$ cat config.mk
export PLATFORM = sky130hd
export DESIGN_NAME = mem_arbiter
export DESIGN_NICKNAME = d
export VERILOG_FILES = /design/src/rtl/mem_arb_pkg.sv /design/src/rtl/mem_arbiter_rr_picker.sv /design/src/rtl/mem_arbiter.sv
export SDC_FILE = /design/constraint.sdc
export NUM_CORES = 1
export LEC_CHECK = 0
export CAP_MARGIN = 20
export CELL_PAD_IN_SITES_DETAIL_PLACEMENT = 1
export CELL_PAD_IN_SITES_GLOBAL_PLACEMENT = 1
export CORE_AREA = 3 3 288 290
export DETAILED_ROUTE_END_ITERATION = 6
export DIE_AREA = 0 0 291 293
export GPL_TIMING_DRIVEN = 0
export PLACE_DENSITY = 0.57
export SKIP_CTS_REPAIR_TIMING = 1
export SYNTH_ARGS = -nofsm -noshare
export SYNTH_HDL_FRONTEND = slang
export SYNTH_SLANG_ARGS = --single-unit
$ cat constraint.sdc
create_clock -name clk -period 3.95 [get_ports clk]
set_input_delay 1.185 -clock clk [delete_from_list [all_inputs] [get_ports clk]]
set_output_delay 1.185 -clock clk [all_outputs]
set_load 0.03 [all_outputs]
$ cat src/rtl/mem_arb_pkg.sv
// Shared types and constants for the two-requester memory arbiter.
package mem_arb_pkg;

  localparam int NUM_REQ             = 2;
  localparam int DEFAULT_MEM_LATENCY = 4;

  typedef enum logic [1:0] {
    ARB_IDLE,
    ARB_ACCESS,
    ARB_DONE
  } arb_state_t;

endpackage

$ cat src/rtl/mem_arbiter_rr_picker.sv
// Combinational 2-way picker: round-robin on a tie by default,
// fixed priority to requester 0 when ARB_FIXED_PRIO_EN is defined.
module rr_picker (
  input  logic [1:0] req,
  input  logic       last_grant,
  output logic       valid,
  output logic       winner
);

`ifdef ARB_FIXED_PRIO_EN
  logic unused_last_grant;
  assign unused_last_grant = last_grant;
`endif

  always_comb begin
    valid  = |req;
    winner = 1'b0;
    case (req)
      2'b10: winner = 1'b1;
`ifdef ARB_FIXED_PRIO_EN
      2'b11: winner = 1'b0;
`else
      // On a tie, the requester that did not win last time goes first
      2'b11: winner = ~last_grant;
`endif
      default: winner = 1'b0;
    endcase
  end

endmodule

$ cat src/rtl/mem_arbiter.sv
// Serializes block reads and write-backs from two caches onto one memory port.
// Tie-break policy is selected in rr_picker via ARB_FIXED_PRIO_EN.
module mem_arbiter
  import mem_arb_pkg::*;
#(
  parameter int ADDR_WIDTH  = 32,
  parameter int DATA_WIDTH  = 128,
  parameter int MEM_LATENCY = DEFAULT_MEM_LATENCY
) (
  input  logic                  clk,
  input  logic                  reset,
  input  logic [NUM_REQ-1:0]    req,
  input  logic [NUM_REQ-1:0]    we,
  input  logic [ADDR_WIDTH-1:0] addr0,
  input  logic [ADDR_WIDTH-1:0] addr1,
  input  logic [DATA_WIDTH-1:0] wdata0,
  input  logic [DATA_WIDTH-1:0] wdata1,
  output logic [NUM_REQ-1:0]    ack,
  output logic [DATA_WIDTH-1:0] rdata,
  output logic                  busy,
  output logic                  grant_id,
  output logic [ADDR_WIDTH-1:0] mem_addr,
  output logic [DATA_WIDTH-1:0] mem_wdata,
  output logic                  mem_we,
  input  logic [DATA_WIDTH-1:0] mem_rdata
);

  localparam int CNT_W = $clog2(MEM_LATENCY + 1);

  arb_state_t            state, state_next;
  logic [CNT_W-1:0]      cnt, cnt_next;
  logic                  last_grant, last_grant_next;
  logic                  is_write, is_write_next;
  logic [NUM_REQ-1:0]    ack_next;
  logic [DATA_WIDTH-1:0] rdata_next;
  logic                  busy_next;
  logic                  grant_id_next;
  logic [ADDR_WIDTH-1:0] mem_addr_next;
  logic [DATA_WIDTH-1:0] mem_wdata_next;
  logic                  mem_we_next;
  logic                  pick_valid;
  logic                  pick_winner;

  rr_picker u_picker (
    .req        (req),
    .last_grant (last_grant),
    .valid      (pick_valid),
    .winner     (pick_winner)
  );

  always_ff @(posedge clk) begin
    if (reset) begin
      state      <= ARB_IDLE;
      cnt        <= '0;
      last_grant <= 1'b1;
      is_write   <= 1'b0;
      ack        <= '0;
      rdata      <= '0;
      busy       <= 1'b0;
      grant_id   <= 1'b0;
      mem_addr   <= '0;
      mem_wdata  <= '0;
      mem_we     <= 1'b0;
    end else begin
      state      <= state_next;
      cnt        <= cnt_next;
      last_grant <= last_grant_next;
      is_write   <= is_write_next;
      ack        <= ack_next;
      rdata      <= rdata_next;
      busy       <= busy_next;
      grant_id   <= grant_id_next;
      mem_addr   <= mem_addr_next;
      mem_wdata  <= mem_wdata_next;
      mem_we     <= mem_we_next;
    end
  end

  // is_write remembers the direction after mem_we has dropped, so the
  // final ACCESS cycle knows whether to capture read data.
  always_comb begin
    state_next      = state;
    cnt_next        = cnt;
    last_grant_next = last_grant;
    is_write_next   = is_write;
    ack_next        = '0;
    rdata_next      = rdata;
    busy_next       = busy;
    grant_id_next   = grant_id;
    mem_addr_next   = mem_addr;
    mem_wdata_next  = mem_wdata;
    mem_we_next     = mem_we;

    case (state)
      ARB_IDLE: begin
        if (pick_valid) begin
          state_next     = ARB_ACCESS;
          grant_id_next  = pick_winner;
          is_write_next  = we[pick_winner];
          mem_we_next    = we[pick_winner];
          mem_addr_next  = pick_winner ? addr1 : addr0;
          mem_wdata_next = pick_winner ? wdata1 : wdata0;
          cnt_next       = CNT_W'(MEM_LATENCY - 1);
          busy_next      = 1'b1;
        end
      end
      ARB_ACCESS: begin
        mem_we_next = 1'b0;
        if (cnt == '0) begin
          if (!is_write) begin
            rdata_next = mem_rdata;
          end
          ack_next   = grant_id ? 2'b10 : 2'b01;
          state_next = ARB_DONE;
        end else begin
          cnt_next = cnt - 1'b1;
        end
      end
      ARB_DONE: begin
        last_grant_next = grant_id;
        busy_next       = 1'b0;
        state_next      = ARB_IDLE;
      end
      default: begin
        state_next = ARB_IDLE;
      end
    endcase
  end

endmodule

==> results.tsv <==
stage	metric	value	unit
pwr	finalPower	10100	uW
grt	grt_use_total	15.0	%
sta	finalHoldViolations	0	
synthesis	netlist_instances	1175	
critical_path	critPathLaunchType	input pin	
critical_path	worstPathMaxFanout	11	
worst_hold_path	hp-start	mem_wdata[95]	
grt	grt_pass1_vias	13828	
place	hpwlAfterDp	55000	um
pwr	p_per_area	459	nW/um2
critical_path	reg2regPathDepth	6	
route	drcViolationCount	0	
synthesis	synth-edff-count	0	
worst_hold_path	hp-class	reg -> reg	
sta	post-route-period-util	83.9	%
synthesis	syn-cell-area	11800	um2
critical_path	worst_setup_path_end_kind	flop	
sta	tightest_slew	0.972	ns
critical_path	crit_buf_inv	5	
cts	cts_sinks	300	
synthesis	async_flop_share	0	%
synthesis	synth_mux_area_share	13.8	%
synthesis	synth_top_family_by_area	compound AO/OA/AOI/OAI gates	
sta	rsz0062_at_grt	false	
place	port-buffer-count	746	
cts	clock_path_buffers	3	
synthesis	synthXorXnorAreaFrac	0	%
route	vias	12606	
critical_path	crit_chain	clkdlybuf4s50_1, clkbuf_1, clkbuf_1, buf_8, clkbuf_1, a21oi_1	
grt	overflow	0	
synthesis	synth_ff_type	dfxtp_1	
critical_path	critPathTopFamily	buffers and inverters	
synthesis	synth-seq-cells	300	
route	vias_per_cell	4.11	
route	ant_nets	0	
critical_path	critPathSlowestCell	clkbuf_1	
cts	cts_tree	yes	
pwr	ir_worst_vdd	287	uV
synthesis	synthSimpleGateAreaFrac	6.51	%
synthesis	ys_types	32	
floorplan	die_y	293	um
sta	skew	0.0188	ns
critical_path	r2r_start	is_write	
sta	min_period	3.31	ns
floorplan	die_x	291	um
critical_path	rrSetupSlack	1.38	ns
synthesis	yosysSeqAreaShare	51.0	%
cts	ctsRootBufferMaster	clkbuf_16	
critical_path	path_class	in -> reg	
floorplan	num_io_pins	747	
synthesis	synth_compound_area_share	23.8	%
synthesis	synthAdderAreaFrac	0.213	%
final_layout	layout_commonest_cell	clkdlybuf4s50_1	
place	place_inst	2982	
critical_path	arrival	3.72	ns
grt	grt_pass1_wl	95700	um
final_layout	post_layout_nonfiller_instances	3066	
sta	slew_violations	0	
critical_path	crit_required	4.35	ns
final_layout	layout_common_cells	clkdlybuf4s50_1, dfxtp_1, mux2i_1	
synthesis	synth.area.top_cells	dfxtp_1, mux2i_1, o2bb2ai_1	
grt	grt_antenna_before_repair	26	
route	drtPass1Iterations	4	
route	drtIter0Drc	367	
critical_path	r2r_end	rdata[112]	
pwr	leakage	0.00749	uW
route	wl_per_cell	22.0	um
sta	setup_viol_count_final	0	
floorplan	start_util	14.6	%
sta	slew_headroom	35.2	%
worst_hold_path	holdPathEnd	mem_wdata[95]	
cts	clkTransAtPathRegs	0.06	ns
synthesis	yosysWarningCount	0	
route	wirelength	67500	um
worst_hold_path	hold_depth	1	
synthesis	yosysTopAreaCell	dfxtp_1	
floorplan	core-area	80500	um2
floorplan	dieArea	85300	um2
floorplan	num_rows	104	
synthesis	yosysTopAreaCellShare	51.0	%
place	gp_congestion	0.833	
final_layout	nets	2419	
critical_path	cpMostUsedCell	clkbuf_1	
synthesis	synth.net_count	1631	
sta	fmax	0.302	GHz
critical_path	crit_path_max_incr_delay	0.72	ns
cts	clock_latency	0.54	ns
synthesis	syn_area_per_cell	10.0	um2
cts	cts_buffers	39	
final_layout	area_growth	86.3	%
grt	grt_max_degree	13	
final_layout	drive_above_1_share	5.88	%
job	cap_violations	0	
status	status	complete, no violations	
final_layout	fill_cells	9193	
cts	h-tree-depth	2	
final_layout	fin_util	27.2	%
[cells by family (layout without fill, tap and decap cells)]
family,after synthesis,after routing
AOI/OAI and AO/OA,433,433
DFF,300,300
muxes,162,162
and+or+nand+nor,150,150
buffers and inverters,128,944
adders and majority gates,2,2
other,0,15
[synthesized netlist by cell type, types with 2 or more instances]
cell / n
a211oi_1: 2
a21oi_1: 132
buf_1: 2
buf_2: 51
clkbuf_1: 70
dfxtp_1: 300
ha_1: 2
inv_1: 4
mux2i_1: 162
nand2_1: 4
nand2b_1: 3
nand3_1: 129
nor2_1: 4
nor2b_1: 2
nor3_1: 2
o21ai_0: 131
o2bb2ai_1: 160
[worst reg2reg max path, delay by kind of cell (launching register included)]
kind / cells / cell delay [ns]
flops: 1 / 0.37
buf+inv: 4 / 1.74
simple gates: 1 / 0.20
compound gates: 1 / 0.17
[worst max-delay path by stage]
stage / startpoint / to / slack [ns] / cells past startpoint
6_report: reset / rdata[55] / 0.64 / 6
5_1_grt: reset / rdata[55] / 0.48 / 6
4_1_cts: reset / rdata[71] / 0.58 / 6
3_5_place_dp: reset / rdata[71] / -0.006 / 6
3_3_place_gp: reset / rdata[45] / -0.23 / 5
2_1_floorplan: req[1] / mem_addr[0] / 1.62 / 6
[through the flow]
stage | setup TNS, ns | hold WS, ns | cell area [um2] | setup WS, ns
2_1_floorplan | 0 | 0.435 | 11800 | 1.62
3_3_place_gp | -12.85 | 0.444 | 20600 | -0.233
3_5_place_dp | -0.00977 | 0.445 | 20600 | -0.00644
4_1_cts | 0 | 0.464 | 21900 | 0.584
5_1_grt | 0 | 0.477 | 21900 | 0.477
6_report | 0 | 0.460 | 21900 | 0.637
[where the power goes]
part | internal, uW | switching (uW)
combinational | 1230 | 1620
clock | 2240 | 1460
sequential | 3340 | 179
[registers in the layout, summed over array words and instances, names as in the netlist]
name,flops
ack,2
busy,1
cnt,3
grant_id,1
is_write,1
last_grant,1
mem_addr,32
mem_wdata,128
mem_we,1
rdata,128
state,2
[layer usage]
metal	track usage [%]	part of all wire, %	vias to the layer above
met4	5.93	3.1	8
met5	0	0.074	-
met2	27.0	51	474
li1	-	-	5974
met1	16.0	37	6052
met3	5.62	8.3	98
[layout make-up]
type                    count  area (um2)  area share (%)
repair buffers            747        7480            34.1
flip-flops and latches    300        6010            27.4
multi-input cells         747        5210            23.8
well taps                1060        1330            6.05
clock buffers              58        1170            5.32
plain buffers             124         533            2.43
clock inverters            11         145           0.662
diodes                     15        37.5           0.171
inverters                   4        15.0          0.0685
(Power assumes the default switching activity.)
